==> src/rtl/board_cell_mux.sv <==
// Nine-way board-cell selector with registered output; 1-cycle latency from sel/inN to out.
// No handshake or backpressure: a capture is taken on every edge where en is high.
module board_cell_mux #(
  parameter int                WIDTH    = 8,
  parameter int                N_INPUTS = 9,
  parameter logic [WIDTH-1:0]  ERR_VAL  = '0
) (
  input  logic             clk,
  input  logic             rst,
  input  logic             en,
  input  logic [3:0]       sel,
  input  logic [WIDTH-1:0] in1,
  input  logic [WIDTH-1:0] in2,
  input  logic [WIDTH-1:0] in3,
  input  logic [WIDTH-1:0] in4,
  input  logic [WIDTH-1:0] in5,
  input  logic [WIDTH-1:0] in6,
  input  logic [WIDTH-1:0] in7,
  input  logic [WIDTH-1:0] in8,
  input  logic [WIDTH-1:0] in9,
  output logic [WIDTH-1:0] out,
  output logic             out_vld,
  output logic             sel_err
);

  localparam logic [3:0] LAST_SEL = 4'(N_INPUTS - 1);

  logic             sel_ok;
  logic [WIDTH-1:0] mux_dat;

  // An unknown sel falls to the default arm, so X never reaches the data path.
  always_comb begin
    sel_ok  = (sel <= LAST_SEL);
    mux_dat = ERR_VAL;
    case (sel)
      4'd0:    mux_dat = in1;
      4'd1:    mux_dat = in2;
      4'd2:    mux_dat = in3;
      4'd3:    mux_dat = in4;
      4'd4:    mux_dat = in5;
      4'd5:    mux_dat = in6;
      4'd6:    mux_dat = in7;
      4'd7:    mux_dat = in8;
      4'd8:    mux_dat = in9;
      default: mux_dat = ERR_VAL;
    endcase
  end

  // Flags are loaded from constants in each branch, so an X sel_ok takes the
  // error branch rather than leaking X onto out_vld or sel_err.
  always_ff @(posedge clk) begin
    if (rst) begin
      out     <= '0;
      out_vld <= 1'b0;
      sel_err <= 1'b0;
    end else if (en) begin
      if (sel_ok) begin
        out     <= mux_dat;
        out_vld <= 1'b1;
        sel_err <= 1'b0;
      end else begin
        out     <= ERR_VAL;
        out_vld <= 1'b0;
        sel_err <= 1'b1;
      end
    end
  end

endmodule

==> config.mk <==
export PLATFORM = sky130hd
export DESIGN_NAME = board_cell_mux
export DESIGN_NICKNAME = d
export VERILOG_FILES = /design/src/rtl/board_cell_mux.sv
export SDC_FILE = /design/constraint.sdc
export NUM_CORES = 1
export LEC_CHECK = 0
export CAP_MARGIN = 20
export CORE_MARGIN = 2
export CORE_UTILIZATION = 34
export DETAILED_ROUTE_END_ITERATION = 6
export PLACE_DENSITY = 0.82
export SYNTH_ARGS = -nofsm -noshare
export SYNTH_HDL_FRONTEND = slang
export SYNTH_SLANG_ARGS = --single-unit
==> constraint.sdc <==
create_clock -name clk -period 1.6 [get_ports clk]
set_clock_uncertainty 0.05 [all_clocks]
set_input_delay 0.4 -clock clk [delete_from_list [all_inputs] [get_ports clk]]
set_output_delay 0.4 -clock clk [all_outputs]
set_load 0.02 [all_outputs]
==> run metrics <==
drt total wl=about 4700 um; Synth area leaders=dfxtp_1, a22oi_1, mux4_2; CP Data Required Time=1.72 ns; pin count of the biggest net entering global routing=20; worst-margin pin slew=between 0.3 and 0.4 ns; Starting Density=34.9%; Design Area, Final=2350 um2; post-synthesis cell area=approximately 1100 um2; fmax=630 MHz; Global Route Usage Sum=between 20% and 30%; routed vias=~1600; clk_lat worst skew=approximately 0.28 ns; Finished Layout Cells=roughly 300; sequential share of the synthesized area=between 10% and 20%; layout cells sized above 1=about a fifth; placed cells=293; total gr overflow=0; Remaining DRCs=0; WHS=0.418 ns; hold path start=out_vld; die height=around 62 um; length of routed met3 wiring=about 350 um; RSZ-0062 raised after global routing=yes; Die Width=between 60 and 70 um; post-route ant nets=0; kind of critical path=input pin to flip-flop; Vias/cell=5.40; Port Buffers=88; biggest cell delay along the critical path=between 0.5 and 0.6 ns; FFs w/ async S/R, synth=0%; Post-synth EDFFs=0; WP data arrival=1.70 ns; per-cell routed wire length=between 15 and 20 um; Syn Nets=around 220; worst path cell trace=clkdlybuf4s50_1, clkinv_2, a22oi_1, o21ai_0, o221a_1; core area=roughly 3300 um2; CTS tree=built; Clock H-tree levels=1; Yosys reg bits=10; Post-Syn Instances=145; Avg Inst Size Synth=approximately 8 um2; root buf cell=clkbuf_4; DPL Wire Length=3640 um; PwrDens=411 nW/um2; Crit. End Element=flip-flop; Initial DRC Count=97; met2 WL=approximately 2500 um; RR Startpoint=out[6]; Synth area leader=dfxtp_1; Synth cell types=42; peak fanout along the critical path=8; Max clock buf depth=2; hold-fix buffers at CTS=0; Layout area overhead=105%; gpl congestion=a little under 0.9; Final Worst Setup Slack=between 0.01 and 0.015 ns; leakage=0.956 nW; DIE AREA=3850 um2; Final Hold Vio Count=0; relative slew slack=approximately four fifths; Setup crit start=en; Pre-Repair DR Iteration Count=4; Nets=334; Core Rows=21; dpl ws=-0.523 ns; initial antenna violation count=0; final setup fails=0; met1 wire length=around 1800 um; Worst VDD drop=0.000192 V; final worst path period need=between 1.5 and 2 ns; CTS clock-pin slew for the worst setup and hold paths=around 0.070 ns; Synth Flop Type=dfxtp_1; status=finished clean; first-pass GRT wire length=between 7000 and 8000 um; Max Slew Vio Count=0; DP Area=between 2000 and 2500 um2; synth warn=0; area fraction of the dominant cell type after synthesis=about 17%; Startpoint Class=input pin; worst hold-check path type=flip-flop to flip-flop; critical path's slowest cell=clkdlybuf4s50_1; max cap viols=0; vias in the first global route=~1600; IO Pins=a little under 90; Num CTS Buffers=3; Antenna diodes=0; Top Metal Used=met4; crit share post-route=between 90% and 100%; total clock sinks=10
-- worst max-delay path: cells and delay by family --
kind,cells,cell delay (ns)
buf+inv,2,0.69
compound gates,3,0.61
-- path summary, 6_finish.rpt --
kind | slack [ns] | to | cells past startpoint
worst max-delay path | 0.01 | out[3] | 5
worst min-delay path | 0.42 | out_vld | 2
worst max register to register | 0.47 | out[6] | 5
worst min register to register | 0.42 | out_vld | 2
-- flip-flops by register name, summed over array words and instances (netlist names) --
name	cells
out_vld	1
out	8
sel_err	1
-- cells in the final DEF (no fill, tap or decap), types with 3 or more instances in the layout --
master,instances
a21oi_1,7
a21oi_2,3
a22oi_1,11
and3_1,4
buf_4,24
clkbuf_4,3
clkdlybuf4s50_1,73
dfxtp_1,10
dlygate4sd2_1,12
inv_1,3
mux2i_1,6
mux4_2,4
nand2_1,19
nand2b_1,9
nor2_1,4
nor3b_1,3
o21ai_0,7
o221a_1,4
-- where the power goes --
part,switching (mW),internal (mW)
combinational,0.186,0.322
sequential,0.00744,0.260
clock,0.102,0.0873
-- cell type report --
| type | instances | area, um2 |
|---|---|---|
| multi-input cells | 119 | 905 |
| repair buffers | 117 | 1150 |
| flip-flops and latches | 10 | 200 |
| inverters | 4 | 16.3 |
| well taps | 46 | 57.6 |
| clock buffers | 3 | 22.5 |
| fillers | 261 | 933 |
-- stage by stage --
step                 TNS, ns  utilization, %  total power [mW]
floorplan                  0               -             0.455
global placement       -4.25            67.8             0.742
detailed placement     -4.50            67.8             0.747
CTS                        0            71.4             0.953
global route        -0.00946            71.6              1.02
finish                     0            71.6             0.965
-- cell families after synthesis --
| logic type | Yosys count | share of synthesized area (%) |
|---|---|---|
| compound gates | 53 | 33.7 |
| mux | 12 | 15.1 |
| buf+inv | 16 | 7.97 |
| flops | 10 | 17.5 |
| simple gates | 54 | 25.8 |
-- cells in the mapped netlist, types with 3 or more instances --
library cell	count
nand2_1	20
a22oi_1	13
a21oi_1	10
dfxtp_1	10
nand2b_1	9
o21ai_0	9
mux2i_1	6
and3_1	4
buf_2	4
mux4_2	4
nor2_1	4
nor3b_1	4
o221a_1	4
buf_4	3
clkbuf_1	3
inv_1	3
-- per-layer routing --
metal	global-route usage (%)	vias up
met2	48.7	78
met5	0	-
met1	30.4	758
li1	-	770
met4	7.90	0
met3	2.90	8
-- repair_timing --
action                                  CTS  global route
pin swaps                                 0             2
setup buffers                             1             0
cloned                                    2             0
endpoints found under the setup margin   19             8
resized for setup                        29             8
Power figures use the tool's default switching activity.
